--- src/rtl/gfx_rom_pkg.sv ---
`default_nettype none
// ============================================================================
//  Module      : gfx_rom_pkg
//  Description : Shared types and constants for the graphics-ROM arbiter.
//  Revision    : 1.0 - initial release
// ============================================================================
package gfx_rom_pkg;

  // Arbiter FSM states
  typedef enum logic [1:0] {
    ST_IDLE  = 2'd0,
    ST_DRAIN = 2'd1,
    ST_WAIT  = 2'd2
  } state_e;

  // Requester indices: tile fetcher and sprite engine
  localparam int PORT_SCN  = 0;
  localparam int PORT_OBJ  = 1;
  localparam int NUM_PORTS = 2;

  // One-hot grant encodings derived from the port indices
  localparam logic [NUM_PORTS-1:0] GNT_SCN  = 2'b01;
  localparam logic [NUM_PORTS-1:0] GNT_OBJ  = 2'b10;
  localparam logic [NUM_PORTS-1:0] GNT_NONE = 2'b00;

  // Saturating increment used by the starvation counter
  function automatic logic [3:0] sat_inc(input logic [3:0] v, input logic [3:0] lim);
    return (v >= lim) ? lim : v + 4'd1;
  endfunction

endpackage
`default_nettype wire

--- src/rtl/gfx_rom_port.sv ---
`default_nettype none
// ============================================================================
//  Module      : gfx_rom_port
//  Description : One requester side of the ROM arbiter: pending detect,
//                read-data holding register and ack toggle flop.
//  Revision    : 1.0 - initial release
// ============================================================================
module gfx_rom_port (
  input  logic        clk,
  input  logic        reset_n,
  input  logic        req_i,
  input  logic        complete_i,
  input  logic [31:0] mem_data_i,
  output logic        pending_o,
  output logic [31:0] data_o,
  output logic        ack_o
);

  logic        ack_q;
  logic [31:0] data_q;

  // Capture read data and toggle the ack together so data is valid with ack
  always_ff @(posedge clk or negedge reset_n) begin
    if (!reset_n) begin
      ack_q  <= 1'b0;
      data_q <= 32'd0;
    end else if (complete_i) begin
      ack_q  <= ~ack_q;
      data_q <= mem_data_i;
    end
  end

  assign pending_o = req_i ^ ack_q;
  assign data_o    = data_q;
  assign ack_o     = ack_q;

endmodule
`default_nettype wire

--- src/rtl/gfx_rom_arbiter.sv ---
`default_nettype none
// ============================================================================
//  Module      : gfx_rom_arbiter
//  Description : Two-port toggle-handshake arbiter onto one graphics-ROM
//                channel. Port 0 has fixed priority; a starvation counter
//                forces a port 1 grant after MAX_STARVE back-to-back port 0
//                grants while port 1 waits.
//  Revision    : 1.0 - initial release
// ============================================================================
module gfx_rom_arbiter
  import gfx_rom_pkg::*;
#(
  parameter int                P0_AW      = 21,
  parameter int                P1_AW      = 21,
  parameter int                MEM_AW     = 24,
  parameter logic [MEM_AW-1:0] P0_BASE    = '0,
  parameter logic [MEM_AW-1:0] P1_BASE    = 24'h200000,
  parameter int                MAX_STARVE = 3
) (
  input  logic              clk,
  input  logic              reset_n,
  input  logic [P0_AW-1:0]  p0_address,
  input  logic              p0_req,
  output logic [31:0]       p0_data,
  output logic              p0_ack,
  input  logic [P1_AW-1:0]  p1_address,
  input  logic              p1_req,
  output logic [31:0]       p1_data,
  output logic              p1_ack,
  output logic [MEM_AW-1:0] mem_address,
  output logic              mem_req,
  input  logic [31:0]       mem_data,
  input  logic              mem_ack,
  output logic [1:0]        grant
);

  localparam logic [3:0] C_MAX_STARVE = 4'(MAX_STARVE);

  state_e                  state_q, state_d;
  logic [3:0]              starve_q, starve_d;
  logic                    mem_req_q, mem_req_d;
  logic [MEM_AW-1:0]       mem_addr_q, mem_addr_d;
  logic [NUM_PORTS-1:0]    grant_q, grant_d;

  logic [NUM_PORTS-1:0]    w_pend;
  logic [NUM_PORTS-1:0]    w_complete;
  logic                    w_mem_busy;
  logic [MEM_AW-1:0]       w_addr_scn;
  logic [MEM_AW-1:0]       w_addr_obj;

  // Channel still owes an ack for the last toggle we (or a pre-reset us) issued
  assign w_mem_busy = (mem_ack != mem_req_q);

  // Physical addresses: base plus zero-extended port address, wrapping
  assign w_addr_scn = P0_BASE + MEM_AW'(p0_address);
  assign w_addr_obj = P1_BASE + MEM_AW'(p1_address);

  // Arbitration, issue and completion decisions
  always_comb begin
    state_d    = state_q;
    starve_d   = starve_q;
    mem_req_d  = mem_req_q;
    mem_addr_d = mem_addr_q;
    grant_d    = grant_q;
    w_complete = GNT_NONE;
    case (state_q)
      ST_IDLE: begin
        if (w_mem_busy) begin
          state_d = ST_DRAIN;
        end else if (w_pend[PORT_OBJ] && (starve_q == C_MAX_STARVE)) begin
          mem_addr_d = w_addr_obj;
          mem_req_d  = ~mem_req_q;
          grant_d    = GNT_OBJ;
          starve_d   = 4'd0;
          state_d    = ST_WAIT;
        end else if (w_pend[PORT_SCN]) begin
          mem_addr_d = w_addr_scn;
          mem_req_d  = ~mem_req_q;
          grant_d    = GNT_SCN;
          starve_d   = w_pend[PORT_OBJ] ? sat_inc(starve_q, C_MAX_STARVE) : 4'd0;
          state_d    = ST_WAIT;
        end else if (w_pend[PORT_OBJ]) begin
          mem_addr_d = w_addr_obj;
          mem_req_d  = ~mem_req_q;
          grant_d    = GNT_OBJ;
          starve_d   = 4'd0;
          state_d    = ST_WAIT;
        end
      end
      ST_WAIT: begin
        if (!w_mem_busy) begin
          w_complete = grant_q;
          grant_d    = GNT_NONE;
          state_d    = ST_IDLE;
        end
      end
      ST_DRAIN: begin
        if (!w_mem_busy) begin
          state_d = ST_IDLE;
        end
      end
      default: state_d = ST_IDLE;
    endcase
  end

  // Arbiter state registers
  always_ff @(posedge clk or negedge reset_n) begin
    if (!reset_n) begin
      state_q    <= ST_IDLE;
      starve_q   <= 4'd0;
      mem_req_q  <= 1'b0;
      mem_addr_q <= '0;
      grant_q    <= GNT_NONE;
    end else begin
      state_q    <= state_d;
      starve_q   <= starve_d;
      mem_req_q  <= mem_req_d;
      mem_addr_q <= mem_addr_d;
      grant_q    <= grant_d;
    end
  end

  gfx_rom_port u_port_scn (
    .clk        (clk),
    .reset_n    (reset_n),
    .req_i      (p0_req),
    .complete_i (w_complete[PORT_SCN]),
    .mem_data_i (mem_data),
    .pending_o  (w_pend[PORT_SCN]),
    .data_o     (p0_data),
    .ack_o      (p0_ack)
  );

  gfx_rom_port u_port_obj (
    .clk        (clk),
    .reset_n    (reset_n),
    .req_i      (p1_req),
    .complete_i (w_complete[PORT_OBJ]),
    .mem_data_i (mem_data),
    .pending_o  (w_pend[PORT_OBJ]),
    .data_o     (p1_data),
    .ack_o      (p1_ack)
  );

  assign mem_address = mem_addr_q;
  assign mem_req     = mem_req_q;
  assign grant       = grant_q;

endmodule
`default_nettype wire

--- config.mk ---
export PLATFORM = sky130hd
export DESIGN_NAME = gfx_rom_arbiter
export DESIGN_NICKNAME = d
export VERILOG_FILES = /design/src/rtl/gfx_rom_pkg.sv /design/src/rtl/gfx_rom_port.sv /design/src/rtl/gfx_rom_arbiter.sv
export SDC_FILE = /design/constraint.sdc
export NUM_CORES = 1
export LEC_CHECK = 0
export CAP_MARGIN = 5
export CORE_MARGIN = 10
export CORE_UTILIZATION = 45
export DETAILED_ROUTE_END_ITERATION = 8
export GPL_TIMING_DRIVEN = 0
export PLACE_DENSITY = 0.85
export SETUP_SLACK_MARGIN = 0.4
export SLEW_MARGIN = 5
export SYNTH_ARGS = -nofsm -noshare
export SYNTH_HDL_FRONTEND = slang
export SYNTH_SLANG_ARGS = --single-unit
export TNS_END_PERCENT = 30
--- constraint.sdc ---
create_clock -name clk -period 4.35 [get_ports clk]
set_input_delay 1.0875 -clock clk [delete_from_list [all_inputs] [get_ports clk]]
set_output_delay 1.0875 -clock clk [all_outputs]
set_load 0.1 [all_outputs]
==> results.sh <==
export IMPL_status="finished clean"
export IMPL_grt_first_pass_wirelength_mm=16.93
export IMPL_first_global_vias=3250
export IMPL_ctsHoldBuffers=0
export IMPL_portBuffers=169
export IMPL_ys_ff_latch=97
export IMPL_min_period_ps=3100
export IMPL_critPathSlowestCell="clkdlybuf4s50_1"
export IMPL_critical_path_max_fanout=4
export IMPL_required_ps=3260
export IMPL_netlist_area_um2=3935
export IMPL_postCtsSetupBuffers=0
export IMPL_pin_count=172
export IMPL_final_common_cell="clkdlybuf4s50_1"
export IMPL_synth_cells=311
export IMPL_cts_htree_levels=3
export IMPL_seq_area_frac_synth=0.6169
export IMPL_arrival_ps=2010
export IMPL_cts_tree="done"
export IMPL_place_gp_congestion=0.7586
export IMPL_die_h_um=113.5
export IMPL_pre_cts_slack_ps=1404
export IMPL_grt_overflow_total=0
export IMPL_num_nets_final=575
export IMPL_cap_violations=0
export IMPL_yosys_warnings=0
export IMPL_rows=34
export IMPL_setup_viol=0
export IMPL_clock_sinks=97
export IMPL_worst_path_buf_inv=1
export IMPL_drc=0
export IMPL_antenna_left=0
export IMPL_rsz0062_at_grt="no"
export IMPL_track_usage=0.1636
export IMPL_worst_slew_pin_slew_ps=1023
export IMPL_wl_per_cell_um=17.82
export IMPL_path_clk_slew_ps=90
export IMPL_synthToLayoutAreaGrowth_pct=52.69
export IMPL_finClkSkew_ps=12.99
export IMPL_drt_wl_total_mm=10.78
export IMPL_die_w_um=113.5
export IMPL_insertion_delay_ps=360
export IMPL_antenna_found_initial=0
export IMPL_crit_chain="clkdlybuf4s50_1"
export IMPL_hold_viol_final=0
export IMPL_multi_input_area_um2=1406
export IMPL_drt_vias_per_instance=4.985
export IMPL_layout_common_cells="clkdlybuf4s50_1, dfrtp_1, mux2_2"
export IMPL_drt_iter0_markers=107
export IMPL_period_share=0.7126
export IMPL_dieArea_um2=12880
export IMPL_cts_path_max_buffers=2
export IMPL_min_path_type="register to register"
export IMPL_root_buffer="clkbuf_8"
export IMPL_num_fill_cells=633
export IMPL_numCtsBuffers=9
export IMPL_fmax_mhz=322.6
export IMPL_start_util=0.4557
export IMPL_dr_pass1_iters=4
export IMPL_post_dp_hpwl_mm=8.279
export IMPL_core_um2=8636
export IMPL_fin_area_um2=6008
export IMPL_synth_area_per_cell_um2=12.65
export IMPL_ys_types=25
export IMPL_placed_area_um2=5791
export IMPL_postCtsResizedCells=0
export IMPL_max_slew_margin_rel=0.3161
export IMPL_critical_path_startpoint_type="register"
export IMPL_layout_setup_ws_ps=1250
export IMPL_drive_above_1_share=0.1992
export IMPL_grt_max_degree=53
export IMPL_seq_area_um2=2427
export IMPL_slowest_delay_ps=1200
export IMPL_crit_type="register to output pin"
export IMPL_vias=3016
export IMPL_crit_family="buffers and inverters"
export IMPL_setup_worst_path_end_class="output pin"
export IMPL_slew_viol_final=0
export IMPL_n_antenna_cell=0
## sequential cells by signal, indices dropped and copies added, names as in the netlist
register and count:
starve_q 4, u_port_scn.data_o 32, mem_req 1, u_port_obj.data_o 32, state_q 2, u_port_scn.ack_o 1, grant 2, u_port_obj.ack_o 1
mem_address 22
## layer usage
metal / part of all wire / global-route usage
met5: 0 / 0
met4: 0.016 / 0.05668
met3: 0.10 / 0.08136
met2: 0.50 / 0.2692
met1: 0.38 / 0.1795
## synth_stat cells, drive strengths merged
library cell,count,area [µm²]
nand3,4,20.02
mux2,64,720.7
o311ai,1,8.760
xnor2,5,43.79
or3,1,6.260
nand2,45,168.9
nor2,25,93.84
a22oi,2,15.01
conb,1,3.750
ha,3,37.54
a31o,1,8.760
o21ai,5,25.02
a21oi,2,10.01
clkbuf,2,7.510
buf,15,82.58
a211oi,2,20.02
xor2,4,35.03
inv,4,15.01
a31oi,24,156.4
dfrtp,97,2427
nor2b,3,18.77
a41o,1,10.01
## kinds of logic after synthesis
kind of cell | Yosys count | synth area share
flip-flops | 97 | 0.6169
AND/OR/NAND/NOR | 78 | 0.07822
multiplexers | 64 | 0.1831
AO/OA/AOI/OAI | 38 | 0.06455
buffers and inverters | 21 | 0.02671
XOR/XNOR | 9 | 0.02003
adder cells (fa/ha/maj) | 3 | 0.009540
other | 1 | 0.0009530
## metrics by stage
stage | hold slack, ps | std cells | TNS, ps | utilization
2_1_floorplan | 456.9 | 312 | 0 | -
4_1_cts | 499.6 | 605 | 0 | 0.6957
3_5_place_dp | 485.9 | 590 | 0 | 0.6705
5_1_grt | 516.2 | 605 | 0 | 0.6957
3_3_place_gp | 477.5 | 589 | -124860 | 0.6676
6_report | 509.5 | 605 | 0 | 0.6957
## path summary, 6_finish.rpt
path | startpoint | to | slack (ps) | cells after the start
min | u_port_obj.data_o[29]$_DFFE_PN0P_ | u_port_obj.data_o[29]$_DFFE_PN0P_ | 510 | 1
max reg2reg | u_port_obj.ack_o$_DFFE_PN0P_ | mem_address[16]$_DFFE_PN0P_ | 2500 | 5
max in group asynchronous | reset_n | u_port_scn.ack_o$_DFFE_PN0P_ | 2970 | 2
max | u_port_scn.ack_o$_DFFE_PN0P_ | p0_ack | 1250 | 1
min reg2reg | u_port_obj.data_o[29]$_DFFE_PN0P_ | u_port_obj.data_o[29]$_DFFE_PN0P_ | 510 | 1
min in group asynchronous | reset_n | u_port_scn.data_o[18]$_DFFE_PN0P_ | 720 | 1
## layout make-up
class / count / area share
clock buffer: 10 / 0.02291
tap: 108 / 0.02249
multi-input combinational: 194 / 0.2341
timing repair buffer: 170 / 0.2857
clock inverter: 5 / 0.01333
sequential: 97 / 0.4040
inverter: 4 / 0.002499
buffer: 17 / 0.01499
Power is not shown: default switching activity piles up to over one toggle a cycle in this logic, so the estimate is an artifact.
